<file path="config.mk">
export PLATFORM = sky130hd
export DESIGN_NAME = load_store_unit_flat
export DESIGN_NICKNAME = d
export VERILOG_FILES = /design/src/rtl/load_store_unit_if.sv /design/src/rtl/load_store_unit.sv /design/src/flat_wrapper.sv
export SDC_FILE = /design/constraint.sdc
export NUM_CORES = 1
export LEC_CHECK = 0
export CAP_MARGIN = 20
export CORE_MARGIN = 2
export CORE_UTILIZATION = 45
export CTS_CLUSTER_SIZE = 40
export DETAILED_ROUTE_END_ITERATION = 8
export HOLD_SLACK_MARGIN = 0.08
export PLACE_DENSITY = 0.8
export RECOVER_POWER = 25
export SYNTH_ARGS = -nofsm -noshare
export SYNTH_HDL_FRONTEND = slang
export SYNTH_SLANG_ARGS = --single-unit
</file>
<file path="constraint.sdc">
create_clock -name clk -period 2.8 [get_ports clk]
set_input_delay 0.56 -clock clk [delete_from_list [all_inputs] [get_ports clk]]
set_output_delay 0.56 -clock clk [all_outputs]
set_load 0.005 [all_outputs]
</file>
<file path="src/rtl/load_store_unit_if.sv">
// Signal bundles for the load/store unit. lsu_req_if carries requests from the execute stage.
// lsu_mem_if carries word accesses to the block RAM.
interface lsu_req_if #(
    parameter int ADDR_WIDTH = 12
);
    logic                  start;
    logic                  is_store;
    logic [1:0]            size;
    logic                  sign_extend;
    logic                  byte_reverse;
    logic [ADDR_WIDTH-1:0] address;
    logic [31:0]           store_data;
    logic                  busy;
    logic                  done;
    logic                  error;
    logic [31:0]           load_data;

    modport master (
        output start, is_store, size, sign_extend, byte_reverse, address, store_data,
        input  busy, done, error, load_data
    );
    modport slave (
        input  start, is_store, size, sign_extend, byte_reverse, address, store_data,
        output busy, done, error, load_data
    );
endinterface

interface lsu_mem_if #(
    parameter int ADDR_WIDTH = 12
);
    logic [ADDR_WIDTH-1:0] mem_address;
    logic [31:0]           mem_data_out;
    logic [3:0]            mem_write_mask;
    logic                  mem_write_enable;
    logic [31:0]           mem_data_in;

    modport master (
        output mem_address, mem_data_out, mem_write_mask, mem_write_enable,
        input  mem_data_in
    );
    modport slave (
        input  mem_address, mem_data_out, mem_write_mask, mem_write_enable,
        output mem_data_in
    );
endinterface

</file>
<file path="src/rtl/load_store_unit.sv">
// Load/store unit: turns byte/halfword/word requests, including byte-reversed forms,
// into single word accesses on a big-endian 4-lane RAM with active-low lane masks.
module load_store_unit #(
    parameter int ADDR_WIDTH = 12
) (
    input  logic      clk,
    input  logic      reset,
    lsu_req_if.slave  req,
    lsu_mem_if.master mem
);
    typedef enum logic [1:0] {IDLE, ACCESS, READ_WAIT, FINISH} state_t;

    localparam logic [1:0] SIZE_BYTE = 2'd0;
    localparam logic [1:0] SIZE_HALF = 2'd1;

    state_t                r_state, w_next_state;
    logic                  r_is_store;
    logic [1:0]            r_size;
    logic                  r_sign_extend;
    logic                  r_byte_reverse;
    logic [ADDR_WIDTH-1:0] r_address;
    logic [31:0]           r_store_data;
    logic                  r_error_pending;
    logic                  r_done;
    logic                  r_error;
    logic [31:0]           r_load_data;

    logic                  w_misaligned;
    logic [1:0]            w_offset;
    logic [15:0]           w_store_half;
    logic [31:0]           w_store_lanes;
    logic [3:0]            w_store_mask;
    logic [7:0]            w_load_byte;
    logic [15:0]           w_load_half;
    logic [31:0]           w_load_result;

    function automatic logic [15:0] swap16(input logic [15:0] v);
        return {v[7:0], v[15:8]};
    endfunction

    function automatic logic [31:0] swap32(input logic [31:0] v);
        return {v[7:0], v[15:8], v[23:16], v[31:24]};
    endfunction

    assign w_offset = r_address[1:0];

    always_comb begin
        w_misaligned = (req.size == 2'd3)
                    || (req.size == 2'd1 && req.address[0])
                    || (req.size == 2'd2 && (|req.address[1:0]));
    end

    // Store data is replicated across lanes so the mask alone selects what lands.
    always_comb begin
        // NOTE: every combinational output gets a default first so no path can infer a latch.
        w_store_half  = r_byte_reverse ? swap16(r_store_data[15:0]) : r_store_data[15:0];
        w_store_lanes = r_byte_reverse ? swap32(r_store_data) : r_store_data;
        w_store_mask  = 4'b0000;
        case (r_size)
            SIZE_BYTE: begin
                w_store_lanes = {4{r_store_data[7:0]}};
                w_store_mask  = ~(4'b1000 >> w_offset);
            end
            SIZE_HALF: begin
                w_store_lanes = {2{w_store_half}};
                w_store_mask  = w_offset[1] ? 4'b1100 : 4'b0011;
            end
            default: ;
        endcase
    end

    always_comb begin
        w_load_byte = mem.mem_data_in[7:0];
        case (w_offset)
            2'd0:    w_load_byte = mem.mem_data_in[31:24];
            2'd1:    w_load_byte = mem.mem_data_in[23:16];
            2'd2:    w_load_byte = mem.mem_data_in[15:8];
            default: w_load_byte = mem.mem_data_in[7:0];
        endcase
        w_load_half = w_offset[1] ? mem.mem_data_in[15:0] : mem.mem_data_in[31:16];
        if (r_byte_reverse) begin
            w_load_half = swap16(w_load_half);
        end
        case (r_size)
            SIZE_BYTE: w_load_result = {{24{r_sign_extend & w_load_byte[7]}}, w_load_byte};
            SIZE_HALF: w_load_result = {{16{r_sign_extend & w_load_half[15]}}, w_load_half};
            default:   w_load_result = r_byte_reverse ? swap32(mem.mem_data_in) : mem.mem_data_in;
        endcase
    end

    always_comb begin
        w_next_state         = r_state;
        mem.mem_address      = '0;
        mem.mem_data_out     = '0;
        mem.mem_write_mask   = 4'hf;
        mem.mem_write_enable = 1'b0;
        case (r_state)
            IDLE: begin
                if (req.start) begin
                    w_next_state = w_misaligned ? FINISH : ACCESS;
                end
            end
            ACCESS: begin
                mem.mem_address = {r_address[ADDR_WIDTH-1:2], 2'b00};
                if (r_is_store) begin
                    mem.mem_write_enable = 1'b1;
                    mem.mem_data_out     = w_store_lanes;
                    mem.mem_write_mask   = w_store_mask;
                    w_next_state         = FINISH;
                end else begin
                    w_next_state = READ_WAIT;
                end
            end
            READ_WAIT: w_next_state = FINISH;
            default:   w_next_state = IDLE;
        endcase
    end

    // done/error are registered off FINISH, so they appear in the cycle after it.
    always_ff @(posedge clk) begin
        if (reset) begin
            r_state     <= IDLE;
            r_done      <= 1'b0;
            r_error     <= 1'b0;
            r_load_data <= '0;
        end else begin
            r_state <= w_next_state;
            r_done  <= (r_state == FINISH);
            r_error <= (r_state == FINISH) && r_error_pending;
            if (r_state == READ_WAIT) begin
                r_load_data <= w_load_result;
            end
        end
    end

    // NOTE: request latches carry no reset; they are always written before FINISH reads them.
    always_ff @(posedge clk) begin
        if (r_state == IDLE && req.start) begin
            r_is_store      <= req.is_store;
            r_size          <= req.size;
            r_sign_extend   <= req.sign_extend;
            r_byte_reverse  <= req.byte_reverse;
            r_address       <= req.address;
            r_store_data    <= req.store_data;
            r_error_pending <= w_misaligned;
        end
    end

    assign req.busy      = (r_state != IDLE) || r_done;
    assign req.done      = r_done;
    assign req.error     = r_error;
    assign req.load_data = r_load_data;
endmodule

</file>
<file path="src/flat_wrapper.sv">
// flat-port wrapper written by rule: the top's interface ports become plain ports
module load_store_unit_flat 
#(
    parameter int ADDR_WIDTH = 12
)
  (clk, reset, req_start, req_is_store, req_size, req_sign_extend, req_byte_reverse, req_address, req_store_data, req_busy, req_done, req_error, req_load_data, mem_mem_address, mem_mem_data_out, mem_mem_write_mask, mem_mem_write_enable, mem_mem_data_in);
  lsu_req_if #(.ADDR_WIDTH(ADDR_WIDTH)) req_i ();
  lsu_mem_if #(.ADDR_WIDTH(ADDR_WIDTH)) mem_i ();
  input  logic clk;
  input  logic reset;
  input wire logic [$bits(req_i.start)-1:0] req_start;
  input wire logic [$bits(req_i.is_store)-1:0] req_is_store;
  input wire logic [$bits(req_i.size)-1:0] req_size;
  input wire logic [$bits(req_i.sign_extend)-1:0] req_sign_extend;
  input wire logic [$bits(req_i.byte_reverse)-1:0] req_byte_reverse;
  input wire logic [$bits(req_i.address)-1:0] req_address;
  input wire logic [$bits(req_i.store_data)-1:0] req_store_data;
  output wire logic [$bits(req_i.busy)-1:0] req_busy;
  output wire logic [$bits(req_i.done)-1:0] req_done;
  output wire logic [$bits(req_i.error)-1:0] req_error;
  output wire logic [$bits(req_i.load_data)-1:0] req_load_data;
  output wire logic [$bits(mem_i.mem_address)-1:0] mem_mem_address;
  output wire logic [$bits(mem_i.mem_data_out)-1:0] mem_mem_data_out;
  output wire logic [$bits(mem_i.mem_write_mask)-1:0] mem_mem_write_mask;
  output wire logic [$bits(mem_i.mem_write_enable)-1:0] mem_mem_write_enable;
  input wire logic [$bits(mem_i.mem_data_in)-1:0] mem_mem_data_in;
  assign req_i.start = req_start;
  assign req_i.is_store = req_is_store;
  assign req_i.size = req_size;
  assign req_i.sign_extend = req_sign_extend;
  assign req_i.byte_reverse = req_byte_reverse;
  assign req_i.address = req_address;
  assign req_i.store_data = req_store_data;
  assign req_busy = req_i.busy;
  assign req_done = req_i.done;
  assign req_error = req_i.error;
  assign req_load_data = req_i.load_data;
  assign mem_mem_address = mem_i.mem_address;
  assign mem_mem_data_out = mem_i.mem_data_out;
  assign mem_mem_write_mask = mem_i.mem_write_mask;
  assign mem_mem_write_enable = mem_i.mem_write_enable;
  assign mem_i.mem_data_in = mem_mem_data_in;
  load_store_unit #(.ADDR_WIDTH(ADDR_WIDTH)) u_core (.clk(clk), .reset(reset), .req(req_i), .mem(mem_i));
endmodule
</file>
# Word level (Yosys, flattened, before mapping)
# Index checks and enable logic that the tools add are counted.
word_totals:
  ramBits: 0
  n_memories: 0
  rom_bits: 0
  inputBits: 84
  elab_cells: 58
  latch_bits: 0
  register_bits: 86
  output_inout_bits: 84
op_classes:
  div_mod_pow: 0
  n_lt_le_gt_ge: 0
  n_reduce_logical: 12
  multipliers: 0
  eq_ne: 10
  addsub: 0
  shift: 1
  muxes: 21
  bitwise_logic: 3
ops:
  columns: ["op", "count"]
  rows:
  - ["2-to-1 mux 32 bit", 4]
  - ["one-hot mux 32 bit (2 select lines)", 2]
  - ["2-to-1 mux 16 bit", 3]
  - ["one-hot mux 8 bit (3 select lines)", 1]
  - ["2-to-1 mux 12 bit", 1]
  - ["2-to-1 mux 4 bit", 3]
  - ["== test 2 bit (second input constant)", 5]
  - ["== test 2 x 1 -> 1 bit (second input constant)", 4]
  - ["one-hot mux 4 bit (2 select lines)", 1]
  - ["zero test 2 bit", 3]
  - ["one-hot mux 2 bit (3 select lines)", 1]
  - ["logical AND 1 bit", 4]
  - ["2-to-1 mux 2 bit", 2]
  - ["NOT 4 bit", 1]
  - ["right shift 4 x 2 -> 4 bit (first input constant)", 1]
  - ["logical OR 1 bit", 3]
  - ["2-to-1 mux 1 bit", 3]
  - ["AND 1 bit", 2]
  - ["!= test 2 bit (second input constant)", 1]
  - ["nonzero test 2 bit", 1]
  - ["OR reduction 2 bit", 1]

# Logic depth before layout (Yosys ltp)
# Gate-level depths: netlist of run 1.
depth:
  ltp_word: 7
  ltp_mapped: 7
  depth_no_buf: 6

# Worst setup path after synthesis of run 1
# No wires, ideal clock.
synth_timing:
  path_type: "register to register"
  from: "reg u_core.r_state[0]"
  to: "reg u_core.r_state[1]"
  path_buffers: 0
  required_ns: 2.708
  period_less_slack_ns: 2.312
  t_arrival_ns: 2.220
  setup_time_ns: 0.092
  path_slack_ns: 0.488
  stages_incl_launch_ff: 6
  cell_sequence: "dfxtp_1 inv_1 ha_1 and2_1 a22oi_1 o32ai_1"
synth_between:
  elab_chain_cells: 2
  elab_cells_between_ends: 5
  classes_between: "eq/ne (3); mux (1); reduce/logical (1)"
synth_lines:
  columns: ["item", "line", "source"]
  rows:
  - ["start, declared", "load_store_unit.sv:16", "state_t r_state, w_next_state;"]
  - ["start signal, assigned", "load_store_unit.sv:127", "r_state <= w_next_state;"]
  - ["== test 2 bit (tied with other cells)", "load_store_unit.sv:97", "case (r_state)"]
  - ["one-hot mux 2 bit (3 select lines) or != test 2 bit (tied branches)", null, null]
# Several ways; a longest one is shown, not always the timed one.
# A chain may end at the register's enable or synchronous reset.

# Worst setup path in the final report of run 1
layout_timing:
  from: "reg u_core.r_byte_reverse"
  to: "out mem_mem_data_out[6]"
layout_between:
  elab_chain_cells: 4
  elab_cells_between_ends: 5
  classes_between: "mux (5)"
layout_lines:
  columns: ["item", "line", "source"]
  rows:
  - ["start, declared", "load_store_unit.sv:20", "logic r_byte_reverse;"]
  - ["start signal, assigned", "load_store_unit.sv:142", "r_byte_reverse <= req.byte_reverse;"]
  - ["2-to-1 mux 32 bit or 2-to-1 mux 16 bit (tied branches)", "load_store_unit.sv:57, load_store_unit.sv:56", null]
  - ["one-hot mux 32 bit (2 select lines) (*)", "load_store_unit.sv:59", "case (r_size)"]
  - ["2-to-1 mux 32 bit (*)", "load_store_unit.sv:105", "if (r_is_store) begin"]
  - ["2-to-1 mux 32 bit (*)", "load_store_unit.sv:97", null]
  - ["end, declared", "flat_wrapper.sv:23", "output wire logic [$bits(mem_i.mem_data_out)-1:0] mem_mem_data_out;"]
# Mark *: on every way between the ends. The rest lies on a longest branch, timed or not.

==> results of run 1 <==
[path summary, 6_finish.rpt]
check | startpoint | end | slack [ps] | cells after the start
worst min-delay path | u_core.req.load_data[13] | u_core.req.load_data[13] | 490 | 2
worst max-delay path | u_core.r_byte_reverse | mem_mem_data_out[6] | 40 | 5
worst min register to register | u_core.req.load_data[13] | u_core.req.load_data[13] | 490 | 2
worst max register to register | u_core.r_byte_reverse | u_core.req.load_data[17] | 420 | 4
[final cells by class]
cell class	instances	share of cell area [%]
well taps	136	2.51
multi-input cells	281	34.1
inverters	6	0.332
clock buffers	9	1.83
diodes	4	0.148
clock inverters	6	1.14
flip-flops and latches	86	32.8
repair buffers	184	27.2
[logic make-up after synthesis]
family,Yosys count,synth area share [%]
buffers and inverters,41,4.24
AOI/OAI and AO/OA,119,17.6
DFF,86,47.4
and+or+nand+nor,70,8.09
muxes,85,21.5
other,1,0.0800
adders and majority gates,4,1.07
[synthesized netlist by cell type, types with 5 or more instances]
library cell / number / area [um^2]
dfxtp_1: 36 / 721
mux4_2: 9 / 203
and2_1: 13 / 81.3
nand2b_1: 5 / 31.3
inv_1: 6 / 22.5
and3_1: 7 / 43.8
mux2i_1: 40 / 400
nor2_1: 24 / 90.1
buf_2: 12 / 60.1
o21ai_0: 21 / 105
a31oi_1: 13 / 81.3
a21oi_1: 34 / 170
clkbuf_1: 15 / 56.3
mux2_2: 36 / 405
a221o_1: 16 / 160
edfxtp_1: 50 / 1500
a311oi_1: 8 / 70.1
nand2_1: 6 / 22.5
nor2b_1: 8 / 50.1
a32oi_1: 6 / 52.6
[metal layers]
layer | GRT usage [%] | share of wire [%]
met2 | 37.4 | 50
met5 | 0 | 0
met4 | 11.7 | 2.5
met1 | 29.0 | 41
met3 | 5.95 | 7.0
[through the flow]
stage	hold WS [ps]	instances	instance area (um^2)	worst slack, ps
finish	494	712	6780	40.1
CTS	489	705	6710	-51.2
global placement	452	686	6460	318
floorplan	420	407	4690	488
global route	506	711	6780	-69.8
detailed placement	469	686	6460	234
[worst register-to-register path: stages, from the launching register on]
cell and delay, ps:
edfxtp_1 530, clkbuf_8 410, buf_4 510, mux2_2 460
a221o_1 350
[report_power, final]
part | internal [mW] | switching, mW
clock | 0.488 | 0.430
combinational | 1.17 | 1.02
sequential | 1.69 | 0.190
total | 3.35 | 1.64
[layout by cell type (no fill, tap or decap), drive strengths merged, types with 9 or more instances in the layout]
master and n:
clkdlybuf4s50 112, edfxtp 50, dlygate4sd3 48, mux2i 40, mux2 36, dfxtp 36
a21oi 35, nor2 25, o21ai 21, buf 18, a221o 16, a31oi 13
and2 13, nor2b 11, clkbuf 10, mux4 9
[state kept, by name, indices dropped and copies added (netlist names)]
signal                  count
u_core.r_is_store           1
u_core.r_address           12
u_core.r_state              2
u_core.r_sign_extend        1
u_core.req.load_data       32
u_core.r_size               2
u_core.r_error_pending      1
u_core.req.error            1
u_core.r_byte_reverse       1
u_core.req.done             1
u_core.r_store_data        32
[timing repair]
action,CTS,global route
pin swaps,1,1
endpoints found under the setup margin,32,30
cloned,1,0
resized for setup,10,23
buffers inserted,3,3
==> metrics.txt, run 1 <==
Critical Path AT=2200 ps; GPL Wtd Cong=0.864; fin. max-slew vios=0; Startpoint Class=flop; status=finished, final reports clean; final hold vios=0; Final Setup Violations=0; Final Skew=12.1 ps; 1st-pass router iterations=5; Largest stage delay, worst path=530 ps; RSZ-0062 raised after global routing=true; post-cts hold buffer count=0; die area=11200 um^2; achievable frequency=362 MHz; worst IR drop on VDD=444 uV; Rows=37; CTS Sinks=86; Layout Nets=656; Tcrit/Tclk final=98.6%; Synth async-reset ratio=0%; Initial Util=45.8%; critical path type=reg2out; storage element area=2220 um^2; core area=10200 um^2; largest net degree at the start of global routing=74; max-cap violations=0; Num CTS Buffers=9; leakage=2.59 nW; worst slew pin tran=1120 ps; CTS tree=built; Main synth FF type=edfxtp_1; worst path required time=2240 ps; Post-synth EDFFs=50; clock-pin slew on the worst setup and hold paths=80 ps; yosys warns=0; Fin Setup TNS=0 ps; antenna violations before repair=4; fillers=818; delay-heaviest family, CP=flip-flops; syn avg cell area=11.5 um^2; Die H=106 um; first-pass GRT wire length=20300 um; Min Clock Period, post-route=2760 ps; clk buf depth=2; cells after synthesis=406; synthesized flop and latch total=86; Congestion Overflow GR=0; Critical Path, Cell by Cell=nand2_4 > mux2_2 > o21ai_0 > a21oi_1 > clkdlybuf4s50_1; Netlist cell types=43; hold crit path type=reg2reg; fin util=66.3%; CP max FO=9; final wirelength=13300 um; GRT Total Usage=23.2%; PD cells=735 nW/um^2; relative slew slack=25.3%; die span in x=106 um; htree depth=3; Mapped Area=4690 um^2; Remaining DRCs=0; Total Power=4.99 mW; io pins=168; worst-skew pair later-pin latency=350 ps; type of element capturing the critical path=output port; area growth from synthesis to layout=44.7%; worst path bufs/invs=1; PortBufs=165; Root Buffer Master=clkbuf_8; Detailed Place HPWL=9530 um; layout cells sized above 1=16.3%; Post-DRT Antenna Nets=0; slowest CP cell=edfxtp_1; vias per cell=5.68; Multi-input gate area=2310 um^2; vias in the first global route=3977; via total after detailed routing=4042; DR WL/cell=18.6 um; Initial DRC Count=241; Seq/Total Area, Yosys=47.4%
No activity file was read; power rests on OpenSTA's default activity.
==> inputs of run 2 (changes only) <==
--- a/config.mk
+++ b/config.mk
@@ -10,7 +10,7 @@
 export CORE_UTILIZATION = 45
 export CTS_CLUSTER_SIZE = 40
 export DETAILED_ROUTE_END_ITERATION = 8
-export HOLD_SLACK_MARGIN = 0.08
+export HOLD_SLACK_MARGIN = 0.03
 export PLACE_DENSITY = 0.8
 export RECOVER_POWER = 25
 export SYNTH_ARGS = -nofsm -noshare
==> results of run 2 <==
No change in the layout: final DEF, timing and power equal those of run 1.
==> RTL edit 1, RTL diff (settings of run 2) <==
Make the reset (`reset`) asynchronous in one clocked block.
--- a/src/rtl/load_store_unit.sv
+++ b/src/rtl/load_store_unit.sv
@@ -117,7 +117,7 @@
     end
 
     // done/error are registered off FINISH, so they appear in the cycle after it.
-    always_ff @(posedge clk) begin
+    always_ff @(posedge clk or posedge reset) begin
         if (reset) begin
             r_state     <= IDLE;
             r_done      <= 1'b0;
Function: differs if reset is asserted again (counterexample within 4 cycles, from zero or initial values and one cycle with reset high); with reset held inactive, the same outputs for 10 cycles.
==> RTL edit 1 against run 2 <==
Wire length rose by 2.8%; synthesized area increased by 6.1%; clock power decreased by 6.6%; total power rose by 9.6%; sequential cell count unchanged; worst setup slack improved by 0.0042 ns; clock skew decreased by 0.0029 ns; die area is 5.9% higher; cell area rose by 3.9%; the flow now finishes with violations (capacitance limit, slew limit).
==> RTL edit 1: results <==
logic_synthesis:
  synth.area.top_cells: "edfxtp_1 (30%), dfrtp_1 (18%), mux2i_1 (16%)"
  yosys.area_share.adder_pct: 1.006
  async_flop_share_pct: 41.86
  muxShareOfSynthArea_pct: 23.92
  ys_types: 44
  synth-seq-area-share_pct: 48.29
  synth_top_cells_by_count: "mux2i_1 (78), a21oi_1 (57), edfxtp_1 (50)"
  avgSynthCellArea_sq_um: 11.49
job:
  maxCapViolCount: 1
drt:
  via_per_inst: 5.516
  dr_wl_met2_um: 6624
  drt_iter0_markers: 193
  routed-wl-met3_um: 1301
  drt-total-wl_um: 13620
  dr.pass1.iters: 4
placement:
  gp_congestion: 0.8815
  placed_area_sq_um: 6759
  dp_hpwl_um: 9874
  dp_slack_ns: 0.3566
  dp_cells: 723
global_routing:
  gr-usage-met1_pct: 28.31
  grt_util_met3_pct: 7.950
  grt_use_total_pct: 23.53
  grt_max_degree: 52
  grt_pass1_vias: 4236
  antenna_found_initial: 0
  grt_pass1_wl_um: 21330
hold_path:
  whs_endpoint: "u_core.req.error"
  hp-start: "u_core.r_error_pending"
power:
  peakVddDrop_uv: 360.6
  p_leak_nw: 3.034
  switching_share_pct: 35.73
  pg_comb_mw: 2.60
  power_switching_mw: 1.953
setup_path:
  rrSetupSlack_ns: 0.83
  worstPathMaxFanout: 22
  r2r_end: "u_core.req.load_data[7]"
layout:
  drive_above_1_share_pct: 14.67
  final_cells: 740
  nets: 683
  diodes: 0
timing:
  worst_pin_slew_ns: 1.978
  drv_slew: 37
  worst_clock_skew_ns: 0.009243
  whs_ns: 0.4863
  fin_ws_ns: 0.04434
cts:
  post_cts_buffers: 0
  clk_pin_slew_ns: 0.10
  insertion_delay_ns: 0.37
outcome:
  violations: "capacitance limit, slew limit"
  outcome: "finished, violations left"
## RTL edit 1: changes by cell type in the layout (fill, tap and decap cells not counted), sizes merged, moves of 8 or more
cell,run 2,this run
a311oi,8,0
a31oi,13,1
mux2,36,19
clkdlybuf4s50,112,104
dfrtp,0,36
a21oi,35,57
dfxtp,36,0
mux2i,40,78
nand2,6,28
a221o,16,0
## RTL edit 1: worst max-delay path, stage by stage (launching register included)
cell and delay (ns):
dfrtp_1 0.42, inv_2 0.09, ha_2 0.17, and2_4 0.15, buf_12 0.16, o21ai_1 0.13, a21oi_2 0.17, clkdlybuf4s50_1 0.53
## RTL edit 1: area by class of cell
cell class,count,area [sq um]
Clock buffer,9,123.9
Fill cell,856,3746
Timing Repair Buffer,183,1847
Clock inverter,7,65.06
Inverter,6,22.52
Multi-Input combinational cell,309,2411
Sequential cell,86,2402
Tap cell,140,175.2
==> RTL edit 2, RTL diff (settings of run 2) <==
Without the edit above. `ADDR_WIDTH` is set to 12 in 4 places; all go to 13.
--- a/src/rtl/load_store_unit_if.sv
+++ b/src/rtl/load_store_unit_if.sv
@@ -1,7 +1,7 @@
 // Signal bundles for the load/store unit. lsu_req_if carries requests from the execute stage.
 // lsu_mem_if carries word accesses to the block RAM.
 interface lsu_req_if #(
-    parameter int ADDR_WIDTH = 12
+    parameter int ADDR_WIDTH = 13
 );
     logic                  start;
     logic                  is_store;
@@ -26,7 +26,7 @@
 endinterface
 
 interface lsu_mem_if #(
-    parameter int ADDR_WIDTH = 12
+    parameter int ADDR_WIDTH = 13
 );
     logic [ADDR_WIDTH-1:0] mem_address;
     logic [31:0]           mem_data_out;
--- a/src/rtl/load_store_unit.sv
+++ b/src/rtl/load_store_unit.sv
@@ -1,7 +1,7 @@
 // Load/store unit: turns byte/halfword/word requests, including byte-reversed forms,
 // into single word accesses on a big-endian 4-lane RAM with active-low lane masks.
 module load_store_unit #(
-    parameter int ADDR_WIDTH = 12
+    parameter int ADDR_WIDTH = 13
 ) (
     input  logic      clk,
     input  logic      reset,
--- a/src/flat_wrapper.sv
+++ b/src/flat_wrapper.sv
@@ -1,7 +1,7 @@
 // flat-port wrapper written by rule: the top's interface ports become plain ports
 module load_store_unit_flat 
 #(
-    parameter int ADDR_WIDTH = 12
+    parameter int ADDR_WIDTH = 13
 )
   (clk, reset, req_start, req_is_store, req_size, req_sign_extend, req_byte_reverse, req_address, req_store_data, req_busy, req_done, req_error, req_load_data, mem_mem_address, mem_mem_data_out, mem_mem_write_mask, mem_mem_write_enable, mem_mem_data_in);
   lsu_req_if #(.ADDR_WIDTH(ADDR_WIDTH)) req_i ();
Interface: changed (resized mem_mem_address and req_address); port bits go from 168 to 170. The function was not compared with the original's and may differ.
==> RTL edit 2 against run 2 <==
Via count grew 2.4%; critical path depth decreased by 1; cell area rose by 2.0%; worst setup slack improved by 0.0074 ns; highest routed layer unchanged; combinational power increased by 2%; largest cell class unchanged; wire length increased by 4.3%; total power decreased by 1.0%; sequential cell count grew 1; synthesized area grew 0.77%; utilization is 1.1 points higher.
==> RTL edit 2: results <==
global_routing:
  grt_pass1_vias: 4119
  grt_use_total_pct: 23.85
  antenna_found_initial: 0
  grt_max_degree: 53
  grt_pass1_wl_um: 21160
setup_path:
  max_stage_delay_ns: 0.55
  worstPathMaxFanout: 16
  r2r_end: "u_core.req.load_data[1]"
  reg2reg_depth: 6
placement:
  dp_hpwl_um: 9818
  dp_cells: 693
  gp_congestion: 0.8947
  port_buffers: 167
  placed_area_sq_um: 6530
drt:
  drt-total-wl_um: 13830
  dr.pass1.iters: 4
  vias: 4141
  drt_iter0_markers: 136
logic_synthesis:
  ys_types: 42
  synth_top_cells_by_count: "edfxtp_1 (51), mux2i_1 (40), dfxtp_1 (36), mux2_2 (36), a21oi_1 (34)"
  synth-seq-area-share_pct: 47.68
  synth.area.top_cells: "edfxtp_1 (32%), dfxtp_1 (15%), mux2_2 (8.6%)"
power:
  power_switching_mw: 1.716
  peakVddDrop_uv: 361.4
cts:
  numCtsBuffers: 9
  h-tree-depth: 3
  insertion_delay_ns: 0.36
outcome:
  outcome: "finished, final reports clean"
layout:
  drive_above_1_share_pct: 17.87
  diodes: 0
  nFillCells: 803
timing:
  relSlewSlack_pct: 45.37
hold_path:
  hp-start: "u_core.req.load_data[8]"
## RTL edit 2: changes by cell type after synthesis
cell	change
edfxtp_1	+1
and2_1	+1
buf_1	-2
clkbuf_1	+2
## RTL edit 2: worst max path at each step
| stage | startpoint | end | cells after the start |
|---|---|---|---|
| floorplan | u_core.r_state[0] | u_core.r_state[1] | 5 |
| global placement | u_core.r_byte_reverse | mem_mem_data_out[16] | 4 |
| detailed placement | u_core.r_byte_reverse | mem_mem_data_out[25] | 5 |
| CTS | u_core.r_byte_reverse | mem_mem_data_out[10] | 5 |
| global route | u_core.r_byte_reverse | mem_mem_data_out[24] | 5 |
| finish | u_core.r_byte_reverse | mem_mem_data_out[10] | 4 |
## RTL edit 2: metrics by stage
step	power [mW]	setup slack (ns)	hold slack (ns)
global placement	4.001	0.3115	0.4306
floorplan	3.084	0.4634	0.4203
finish	4.937	0.04747	0.4935
CTS	4.897	-0.04338	0.4880
global route	5.216	-0.06481	0.5081
detailed placement	4.071	0.1589	0.4654
## RTL edit 2: repair_timing
| item | CTS | global route |
|---|---|---|
| buffers inserted | 4 | 3 |
| gates cloned | 1 | 1 |
| resized for setup | 20 | 42 |
| setup endpoints to repair | 32 | 30 |
| pin swaps | 1 | 0 |
## RTL edit 2: power groups by stage
stage               Clock (mW)  Sequential, mW  Combinational [mW]
finish                   0.792            1.90                2.24
global route             0.862            1.94                2.42
CTS                      0.807            1.90                2.19
detailed placement           0            1.92                2.15
global placement             0            1.91                2.10
floorplan                    0            1.88                1.20
## RTL edit 2: worst min-delay path: cells and delay by family, from the launching register on
family          cells  cell delay, ns
flops               1            0.32
simple gates        1            0.08
compound gates      1            0.05
## RTL edit 2: cell families after synthesis
group,synth area share [%]
flops,47.68
fa+ha+maj,1.060
compound gates,17.46
mux,21.35
other cells,0.07939
simple gates,8.159
buf+inv,4.212
## RTL edit 2: routing by layer
layer	track usage (%)	vias to the layer above	wire [um]
met4	9.833	0	342
met2	40.61	234	6830
met1	29.34	1968	5426
met3	5.212	21	1228
li1	-	1918	-
met5	0	-	0
## RTL edit 2: cell type report
cell class              count  share of cell area, %
well taps                 136                  2.458
flip-flops and latches     87                  32.53
multi-input cells         282                  33.72
inverters                   6                 0.3253
clock inverters             7                 0.6868
clock buffers               9                  1.789
repair buffers            191                  28.48
